### config.mk
export PLATFORM = sky130hd
export DESIGN_NAME = cla_bist
export DESIGN_NICKNAME = d
export VERILOG_FILES = /design/src/rtl/cla_pkg.sv /design/src/rtl/lfsr32.sv /design/src/rtl/cla_bist.sv
export SDC_FILE = /design/constraint.sdc
export NUM_CORES = 1
export LEC_CHECK = 0
export BUFFER_PORTS_ARGS = -buffer_cell sky130_fd_sc_hd__buf_2
export CORE_MARGIN = 8
export CORE_UTILIZATION = 62
export CTS_CLUSTER_DIAMETER = 100
export CTS_CLUSTER_SIZE = 8
export DETAILED_ROUTE_END_ITERATION = 12
export PLACE_DENSITY_LB_ADDON = 0.15
export SETUP_SLACK_MARGIN = 0.05
export SLEW_MARGIN = 20
export SYNTH_ARGS = -nofsm -noshare
export SYNTH_HDL_FRONTEND = slang
export SYNTH_SLANG_ARGS = --single-unit
### constraint.sdc
create_clock -name clock -period 9.8 [get_ports clock]
set_input_delay 0.98 -clock clock [delete_from_list [all_inputs] [get_ports clock]]
set_output_delay 0.98 -clock clock [all_outputs]
set_load 0.02 [all_outputs]
### src/rtl/cla_pkg.sv
// Shared definitions for the carry-lookahead adder BIST: corner vectors,
// LFSR constants and the controller state encoding.
package cla_pkg;
  localparam int          CLA_WIDTH = 32;
  localparam int          NUM_CORNER = 4;
  // Right-shifting Galois mask for x^32 + x^22 + x^2 + x + 1
  localparam logic [31:0] LFSR_POLY = 32'h8020_0003;
  localparam logic [31:0] CLA_SEED  = 32'h1ACE_B00C;

  typedef enum logic [1:0] {IDLE, RUN, DRAIN, DONE} state_t;

  typedef struct packed {
    logic [CLA_WIDTH-1:0] a;
    logic [CLA_WIDTH-1:0] b;
    logic                 ci;
  } vec_t;

  localparam vec_t CORNER_VEC [NUM_CORNER] = '{
    {32'h0000_0000, 32'h0000_0000, 1'b0},
    {32'hFFFF_FFFF, 32'h0000_0000, 1'b1},
    {32'h0000_FFFF, 32'hFFFF_0000, 1'b0},
    {32'h135F_A562, 32'h3561_4642, 1'b0}
  };
endpackage

### src/rtl/lfsr32.sv
// 32-bit Galois LFSR with synchronous load; reset and load both take the seed.
module lfsr32
  import cla_pkg::*;
(
  input  logic        clock,
  input  logic        reset,
  input  logic        load,
  input  logic        step,
  input  logic [31:0] seed,
  output logic [31:0] q
);
  logic [31:0] q_q, q_d;

  always_comb begin
    q_d = q_q;
    if (load)      q_d = seed;
    else if (step) q_d = (q_q >> 1) ^ (q_q[0] ? LFSR_POLY : 32'h0);
  end

  always_ff @(posedge clock) begin
    if (reset) q_q <= seed;
    else       q_q <= q_d;
  end

  assign q = q_q;
endmodule

### src/rtl/cla_bist.sv
// BIST driver/checker for a registered adder: drives corner then LFSR vectors
// and compares the delayed adder result against a 33-bit reference sum.
module cla_bist
  import cla_pkg::*;
#(
  parameter int          WIDTH      = CLA_WIDTH,
  parameter int          LATENCY    = 2,
  parameter int          NUM_RANDOM = 64,
  parameter logic [31:0] SEED       = CLA_SEED
) (
  input  logic             clock,
  input  logic             reset,
  input  logic             start,
  output logic [WIDTH-1:0] a,
  output logic [WIDTH-1:0] b,
  output logic             ci,
  input  logic [WIDTH-1:0] s_cla,
  input  logic             co_cla,
  output logic             busy,
  output logic             done,
  output logic             pass,
  output logic [15:0]      err_cnt,
  output logic [15:0]      first_err_idx
);
  localparam logic [15:0] LAST_IDX = 16'(NUM_CORNER + NUM_RANDOM - 1);

  state_t             state_q, state_d;
  logic [15:0]        idx_q, idx_d;
  logic [WIDTH-1:0]   a_q, a_d, b_q, b_d;
  logic               ci_q, ci_d;
  logic               busy_q, busy_d, done_q, done_d, pass_q, pass_d;
  logic [15:0]        err_q, err_d, first_q, first_d;
  logic [LATENCY-1:0] vld_pipe_q, vld_pipe_d;
  logic [WIDTH:0]     exp_pipe_q [LATENCY];
  logic [WIDTH:0]     exp_pipe_d [LATENCY];
  logic [15:0]        idx_pipe_q [LATENCY];
  logic [15:0]        idx_pipe_d [LATENCY];
  logic               drive, lfsr_load, lfsr_step, mismatch;
  logic [31:0]        lfsr_q;

  lfsr32 u_lfsr (
    .clock (clock),
    .reset (reset),
    .load  (lfsr_load),
    .step  (lfsr_step),
    .seed  (SEED),
    .q     (lfsr_q)
  );

  assign mismatch = vld_pipe_q[LATENCY-1] &&
                    ({co_cla, s_cla} != exp_pipe_q[LATENCY-1]);

  always_comb begin
    state_d   = state_q;
    idx_d     = idx_q;
    a_d       = a_q;
    b_d       = b_q;
    ci_d      = ci_q;
    err_d     = err_q;
    first_d   = first_q;
    drive     = 1'b0;
    lfsr_load = 1'b0;
    lfsr_step = 1'b0;

    case (state_q)
      IDLE, DONE: if (start) begin
        state_d   = RUN;
        idx_d     = 16'd0;
        err_d     = 16'd0;
        first_d   = 16'hFFFF;
        lfsr_load = 1'b1;
      end
      RUN: begin
        drive = 1'b1;
        if (idx_q < 16'(NUM_CORNER)) begin
          a_d  = WIDTH'(CORNER_VEC[idx_q[1:0]].a);
          b_d  = WIDTH'(CORNER_VEC[idx_q[1:0]].b);
          ci_d = CORNER_VEC[idx_q[1:0]].ci;
        end else begin
          a_d       = WIDTH'(lfsr_q);
          b_d       = WIDTH'({lfsr_q[18:0], lfsr_q[31:19]});
          ci_d      = lfsr_q[0];
          lfsr_step = 1'b1;
        end
        idx_d = idx_q + 16'd1;
        if (idx_q == LAST_IDX) state_d = DRAIN;
      end
      DRAIN: if (vld_pipe_q == '0) state_d = DONE;
      default: state_d = IDLE;
    endcase

    // Only RUN/DRAIN can have a valid tail, so this never races the start clear
    if (mismatch) begin
      if (err_q != 16'hFFFF) err_d = err_q + 16'd1;
      if (first_q == 16'hFFFF) first_d = idx_pipe_q[LATENCY-1];
    end

    vld_pipe_d    = LATENCY'({vld_pipe_q, drive});
    exp_pipe_d[0] = {1'b0, a_d} + {1'b0, b_d} + {{WIDTH{1'b0}}, ci_d};
    idx_pipe_d[0] = idx_q;
    for (int i = 1; i < LATENCY; i++) begin
      exp_pipe_d[i] = exp_pipe_q[i-1];
      idx_pipe_d[i] = idx_pipe_q[i-1];
    end

    busy_d = (state_d == RUN) || (state_d == DRAIN);
    done_d = (state_d == DONE);
    pass_d = (state_d == DONE) && (err_d == 16'd0);
  end

  always_ff @(posedge clock) begin
    if (reset) begin
      state_q    <= IDLE;
      idx_q      <= 16'd0;
      a_q        <= '0;
      b_q        <= '0;
      ci_q       <= 1'b0;
      busy_q     <= 1'b0;
      done_q     <= 1'b0;
      pass_q     <= 1'b0;
      err_q      <= 16'd0;
      first_q    <= 16'hFFFF;
      vld_pipe_q <= '0;
    end else begin
      state_q    <= state_d;
      idx_q      <= idx_d;
      a_q        <= a_d;
      b_q        <= b_d;
      ci_q       <= ci_d;
      busy_q     <= busy_d;
      done_q     <= done_d;
      pass_q     <= pass_d;
      err_q      <= err_d;
      first_q    <= first_d;
      vld_pipe_q <= vld_pipe_d;
    end
  end

  // Payload travels alongside the valid bits; only the valid bits need reset
  always_ff @(posedge clock) begin
    exp_pipe_q <= exp_pipe_d;
    idx_pipe_q <= idx_pipe_d;
  end

  assign a             = a_q;
  assign b             = b_q;
  assign ci            = ci_q;
  assign busy          = busy_q;
  assign done          = done_q;
  assign pass          = pass_q;
  assign err_cnt       = err_q;
  assign first_err_idx = first_q;
endmodule

### Word level (Yosys, flattened, before mapping)

Cells that the tools add are included.

| word-level totals | value |
|---|---|
| register bits after elaboration | 250 |
| latch bits | 0 |
| RAM bits | 0 |
| memory bits (read-only) | 0 |
| bits of input ports | 36 |
| output and inout port bits | 100 |
| memories kept | 0 |

| cells by class | value |
|---|---|
| add/sub/neg operators | 4 |
| $mul | 0 |
| div/mod/pow operators | 0 |
| order comparisons | 2 |
| equality and inequality tests | 11 |
| shift-type cells | 0 |
| muxes and demuxes | 29 |
| bitwise gates (word level) | 2 |
| reduce and logical (&&, ||, !) cells | 10 |

Operators with widths:

| cell | count |
|---|---|
| two-way mux 32 bit | 5 |
| two-way mux 16 bit | 9 |
| binary-select mux 65 bit (select 2 bit) | 1 |
| two-way mux 65 bit | 2 |
| adder 32 x 32 -> 33 bit | 1 |
| adder 33 x 1 -> 33 bit | 1 |
| inequality test 33 bit | 1 |
| adder 16 x 1 -> 16 bit (second input constant) | 2 |
| case mux 16 bit (2 select lines) | 1 |
| XOR 31 x 32 -> 32 bit | 1 |
| == test 16 bit (second input constant) | 1 |
| == test 16 x 7 -> 1 bit (second input constant) | 1 |
| zero test 16 bit | 1 |
| < comparator 16 x 3 -> 1 bit (second input constant) | 1 |
| inequality test 16 bit (second input constant) | 1 |
| == test 2 bit (second input constant) | 4 |
| two-way mux 1 bit | 7 |
| two-way mux 2 bit | 3 |
| case mux 2 bit (3 select lines) | 1 |
| == test 2 x 1 -> 1 bit (second input constant) | 2 |
| zero test 2 bit | 2 |
| OR reduction 2 bit | 2 |
| >= comparator 3 bit (second input constant) | 1 |
| inverter 2 -> 3 bit | 1 |
| 5 further kinds | 6 |

### Longest topological paths before layout

| logic depth | value |
|---|---|
| word-level depth | 8 |
| depth in mapped cells | 20 |
| depth with buffers taken out | 17 |

### Modules after synthesis

Synthesis repeated with hierarchy kept, for this count alone.

| second synthesis, totals | value |
|---|---|
| cell total of the unflattened synthesis | 1079 |
| area total of the unflattened synthesis | 10726.5 um^2 |

Modules (own cells, without submodules):

| module | instances | cells an instance | area an instance (um^2) |
|---|---|---|---|
| cla_bist | 1 | 1007 | 9311.4 |
| lfsr32 | 1 | 72 | 1415.1 |

### Worst setup path after synthesis

OpenSTA, ideal clock, no wires.

| timing | value |
|---|---|
| path type | flip-flop to flip-flop |
| start point | register idx_q[8] |
| end point | register exp_pipe_q (netlist bit exp_pipe_d[20]) |
| setup time | 120 ps |
| arrival | 4097 ps |
| path slack | 5584 ps |
| cell stages (with the launch flop) | 21 |
| path buffers | 3 |
| clock period less this slack | 4216 ps |
| path through | dfxtp_1 nor4_1 nand4_1 or2_1 clkbuf_1 and2_1 clkbuf_1 clkbuf_1 nand2_1 o21ai_1 fa_1 inv_1 fa_1 nand2b_1 a21oi_1 o31a_1 a211o_1 a31o_1 a21oi_1 nor4bb_1 a211o_1 |

RTL lines:

| element | line | source |
|---|---|---|
| start, declared | cla_bist.sv:28 | `logic [15:0] idx_q, idx_d;` |
| start signal, assigned | cla_bist.sv:126 | `idx_q <= idx_d;` |
| end signal, assigned | cla_bist.sv:141 | `exp_pipe_q <= exp_pipe_d;` |
| end, declared | cla_bist.sv:34 | `logic [WIDTH:0] exp_pipe_q [LATENCY];` |

==> flow_summary.html <==
<table>
<tr><th>Metric</th><th>Value</th></tr>
<tr><th colspan="2">Status</th></tr>
<tr><td>Status</td><td>complete, no violations</td></tr>
<tr><th colspan="2">Worst hold path</th></tr>
<tr><td>Hold Path Origin</td><td>exp_pipe_d[3]</td></tr>
<tr><td>Hold WC Path Type</td><td>reg2reg</td></tr>
<tr><th colspan="2">Critical path</th></tr>
<tr><td>Number of buffer and inverter stages on the critical path</td><td>1</td></tr>
<tr><td>Startpoint Class</td><td>flip-flop</td></tr>
<tr><td>Required time at the endpoint of the critical path</td><td>10.25 ns</td></tr>
<tr><td>WP data arrival</td><td>5.59 ns</td></tr>
<tr><td>Worst reg2reg startpoint</td><td>idx_q[8]</td></tr>
<tr><td>Maximum net fanout on the critical path</td><td>15</td></tr>
<tr><td>Startpoint of the most critical setup path</td><td>idx_q[8]</td></tr>
<tr><td>Top cell family by delay on the critical path</td><td>simple AND/OR/NAND/NOR gates</td></tr>
<tr><td>Delay of the slowest cell on the worst path</td><td>0.81 ns</td></tr>
<tr><td>Crit path capture type</td><td>flip-flop</td></tr>
<tr><td>Slowest CP cell</td><td>sky130_fd_sc_hd__nor2_1</td></tr>
<tr><td>Critical setup path kind</td><td>reg2reg</td></tr>
<tr><td>CP cell instances</td><td>nor4_1 -&gt; nand4_1 -&gt; nor2_1 -&gt; nand2_1 -&gt; a31oi_1 -&gt; fa_1 -&gt; inv_1 -&gt; fa_1 -&gt; nand2b_1 -&gt; a21oi_1 -&gt; o31a_1 -&gt; a211o_1 -&gt; a31o_1 -&gt; a21oi_1 -&gt; nor4bb_1 -&gt; a211o_1</td></tr>
<tr><th colspan="2">GRT</th></tr>
<tr><td>Largest net degree at the start of global routing</td><td>101</td></tr>
<tr><td>Congestion Overflow GR</td><td>0</td></tr>
<tr><td>Global-route wire length before repair</td><td>47000 um</td></tr>
<tr><td>Initial antenna violation count</td><td>4</td></tr>
<tr><td>Gr usage total</td><td>26.94%</td></tr>
<tr><td>Number of global-route vias before repair</td><td>8635</td></tr>
<tr><th colspan="2">Logic synthesis</th></tr>
<tr><td>Unique cell type count in the Yosys netlist</td><td>68</td></tr>
<tr><td>Total number of yosys warnings</td><td>0</td></tr>
<tr><td>Post-synthesis average cell area</td><td>8.764 um2</td></tr>
<tr><td>Cells after synthesis</td><td>1214</td></tr>
<tr><td>Sequential-to-total area share from yosys stat</td><td>47.04%</td></tr>
<tr><td>Async SR Flop Fraction</td><td>0%</td></tr>
<tr><td>Number of synthesized register bits</td><td>250</td></tr>
<tr><td>Post-synth top flop</td><td>sky130_fd_sc_hd__dfxtp_1</td></tr>
<tr><td>Synthesized Nets</td><td>1291</td></tr>
<tr><td>Number of synthesized flops with an enable pin</td><td>0</td></tr>
<tr><td>Synthesized area</td><td>10640 um2</td></tr>
<tr><th colspan="2">Final layout</th></tr>
<tr><td>Count of antenna diodes in the layout</td><td>0</td></tr>
<tr><td>Layout fillers</td><td>1316</td></tr>
<tr><td>Share of post-route cells with drive strength above 1</td><td>14.21%</td></tr>
<tr><td>Fin nets</td><td>1412</td></tr>
<tr><td>Area added between synthesis and finish</td><td>16.83%</td></tr>
<tr><th colspan="2">Timing</th></tr>
<tr><td>Final critical-path setup slack</td><td>4.664 ns</td></tr>
<tr><td>Post-route clock period utilization</td><td>52.40%</td></tr>
<tr><td>Worst slew slack as a fraction of its limit</td><td>31.35%</td></tr>
<tr><td>Max Fclk</td><td>194.7 MHz</td></tr>
<tr><td>RSZ-0062 raised after global routing</td><td>false</td></tr>
<tr><td>Shortest clock period the worst path allows after layout</td><td>5.136 ns</td></tr>
<tr><td>Worst clock skew</td><td>0.01788 ns</td></tr>
<tr><td>Setup TNS Final</td><td>0 ns</td></tr>
<tr><td>Slew at the pin with the worst max-slew slack</td><td>1.030 ns</td></tr>
<tr><td>Number of slew-limit violations in the final report</td><td>0</td></tr>
<tr><td>Final count of negative-setup-slack endpoints</td><td>0</td></tr>
<tr><td>Final-layout worst hold slack</td><td>0.3219 ns</td></tr>
<tr><td>Final number of hold-violating endpoints</td><td>0</td></tr>
<tr><th colspan="2">Drt</th></tr>
<tr><td>Drt via density</td><td>5.875</td></tr>
<tr><td>Overall via count from detail_route</td><td>9176</td></tr>
<tr><td>Average routed wire per standard cell</td><td>19.23 um</td></tr>
<tr><td>Total length of routed wires</td><td>30040 um</td></tr>
<tr><td>First-iteration detailed-routing DRC count</td><td>903</td></tr>
<tr><td>Number of detailed-route iterations in the first pass</td><td>5</td></tr>
<tr><td>DR DRC count</td><td>0</td></tr>
<tr><td>Detail Route Antenna Nets</td><td>0</td></tr>
<tr><th colspan="2">Power and ir drop</th></tr>
<tr><td>Leakage power total</td><td>0.005210 uW</td></tr>
<tr><td>Max VDD drop</td><td>0.1813 mV</td></tr>
<tr><td>Cell area power density</td><td>222.6 nW/um2</td></tr>
<tr><th colspan="2">Clock tree</th></tr>
<tr><td>H-tree levels</td><td>2</td></tr>
<tr><td>Clock latency of the later-clocked register in the worst-skew pair</td><td>0.52 ns</td></tr>
<tr><td>Postcts setup bufs</td><td>0</td></tr>
<tr><td>Max clock buf depth</td><td>3</td></tr>
<tr><td>Sinks on the clock net</td><td>250</td></tr>
<tr><td>Clk root buf</td><td>sky130_fd_sc_hd__clkbuf_16</td></tr>
<tr><td>TritonCTS clock tree</td><td>built</td></tr>
<tr><td>Cts repair resizes</td><td>0</td></tr>
<tr><td>Clock transition at the registers of the reported paths</td><td>0.05 ns</td></tr>
<tr><td>TritonCTS buffer count</td><td>37</td></tr>
<tr><td>Hold buffers post-CTS</td><td>0</td></tr>
<tr><th colspan="2">Run</th></tr>
<tr><td>Max-cap check violation count</td><td>0</td></tr>
<tr><th colspan="2">Floorplan</th></tr>
<tr><td>Placeable core area</td><td>17060 um2</td></tr>
<tr><td>Floorplan die width</td><td>147.0 um</td></tr>
<tr><td>Top-Level Pins</td><td>136</td></tr>
<tr><td>Placement row count</td><td>48</td></tr>
<tr><td>Starting utilization of the core area</td><td>62.38%</td></tr>
<tr><td>DIE AREA</td><td>21610 um2</td></tr>
<tr><td>Die extent in y</td><td>147.0 um</td></tr>
<tr><th colspan="2">Placement</th></tr>
<tr><td>Port Buf Inserts</td><td>135</td></tr>
<tr><td>Placement-stage worst setup slack</td><td>4.829 ns</td></tr>
<tr><td>Half-perimeter wire length after detailed placement</td><td>21930 um</td></tr>
<tr><td>Final weighted congestion of routability-driven global placement</td><td>0.9334</td></tr>
</table>
layer usage:
metal  global-route usage, %  part of all wire (%)  vias to the layer above
met3                   5.137                   7.6                       40
met2                   43.73                    47                      360
li1                        -                     -                     4450
met5                       0                 0.040                        -
met1                   35.86                    44                     4324
met4                   7.802                   1.9                        2
cell type report:
type,instances,area (um2),share of cell area [%]
clock buffers,37,925.9,7.449
clock inverters,4,77.57,0.6241
inverters,44,165.2,1.329
multi-input cells,863,5269,42.39
flip-flops and latches,250,5005,40.27
well taps,225,281.5,2.265
repair buffers,139,705.7,5.677
per-stage QoR:
step	instances	instance area (um2)	utilization, %	power [uW]
final	1562	12430	72.87	2767
after global routing	1562	12430	72.87	2881
after CTS	1562	12430	72.86	2779
after detailed placement	1521	11420	66.97	1673
after global placement	1521	11420	66.97	1669
after floorplan	1214	10640	-	1529
cell families after synthesis:
family,count (synthesis),synth area share [%]
buffers and inverters,101,3.575
multiplexers,4,0.3881
adder cells (fa/ha/maj),41,4.963
flip-flops,250,47.04
AO/OA/AOI/OAI,265,15.79
AND/OR/NAND/NOR,482,22.39
XOR/XNOR,71,5.845
power breakdown:
group	leakage [uW]	internal [uW]	switching, uW	total (uW)
Clock	0.000487	672	430	1100
Sequential	0.00204	1140	57.2	1200
Combinational	0.00268	179	286	465
state kept, by name, summed over array words and instances (netlist names), 32 cells and up:
register and flops:
a 32, b 32, exp_pipe_d 33, exp_pipe_q 33, u_lfsr.q 32
final timing paths:
check,endpoint,slack (ns),cells after the start
max,exp_pipe_d[20],4.66,16
min,exp_pipe_q[3],0.32,0
min reg2reg,exp_pipe_q[3],0.32,0
max reg2reg,exp_pipe_d[20],4.66,16
cell usage after synthesis (all sizes together), types with 11 or more instances:
cell / n / area (um2)
inv: 44 / 165.2
and2: 11 / 68.82
nor2b: 80 / 500.5
nor4: 11 / 75.07
xor2: 34 / 297.8
xnor2: 37 / 324.1
a21o: 14 / 105.1
nor3: 21 / 110.1
clkbuf: 51 / 191.4
and3: 11 / 68.82
o22ai: 15 / 93.84
a21oi: 75 / 375.4
nor2: 113 / 426.7
ha: 39 / 488.0
nand2: 133 / 499.2
o211ai: 11 / 82.58
nand3: 39 / 195.2
nand4: 21 / 131.4
a31oi: 47 / 300.3
o21ai: 47 / 235.2
nand2b: 23 / 143.9
dfxtp: 250 / 5005
placed cells by master, fill, tap and decap left out, types with 4 or more instances in the layout:
cell type	n
sky130_fd_sc_hd__o21ai_0	32
sky130_fd_sc_hd__nor2b_1	80
sky130_fd_sc_hd__nor2_1	111
sky130_fd_sc_hd__nand3_1	39
sky130_fd_sc_hd__a211oi_1	5
sky130_fd_sc_hd__and2_1	11
sky130_fd_sc_hd__nand2b_1	23
sky130_fd_sc_hd__ha_1	38
sky130_fd_sc_hd__o31ai_1	4
sky130_fd_sc_hd__nand2_1	133
sky130_fd_sc_hd__o21bai_1	7
sky130_fd_sc_hd__nand4_1	21
sky130_fd_sc_hd__clkbuf_16	37
sky130_fd_sc_hd__buf_2	135
sky130_fd_sc_hd__buf_4	4
sky130_fd_sc_hd__o211ai_1	11
sky130_fd_sc_hd__xor2_1	34
sky130_fd_sc_hd__dfxtp_1	250
sky130_fd_sc_hd__a21oi_1	75
sky130_fd_sc_hd__inv_1	44
sky130_fd_sc_hd__and3_1	11
sky130_fd_sc_hd__xnor2_1	37
sky130_fd_sc_hd__o21a_1	7
sky130_fd_sc_hd__a21o_1	14
sky130_fd_sc_hd__o21ai_1	15
sky130_fd_sc_hd__nor4_1	10
sky130_fd_sc_hd__a31oi_1	46
sky130_fd_sc_hd__nor3_1	20
sky130_fd_sc_hd__o22ai_1	15
Power figures use the tool's default switching activity.
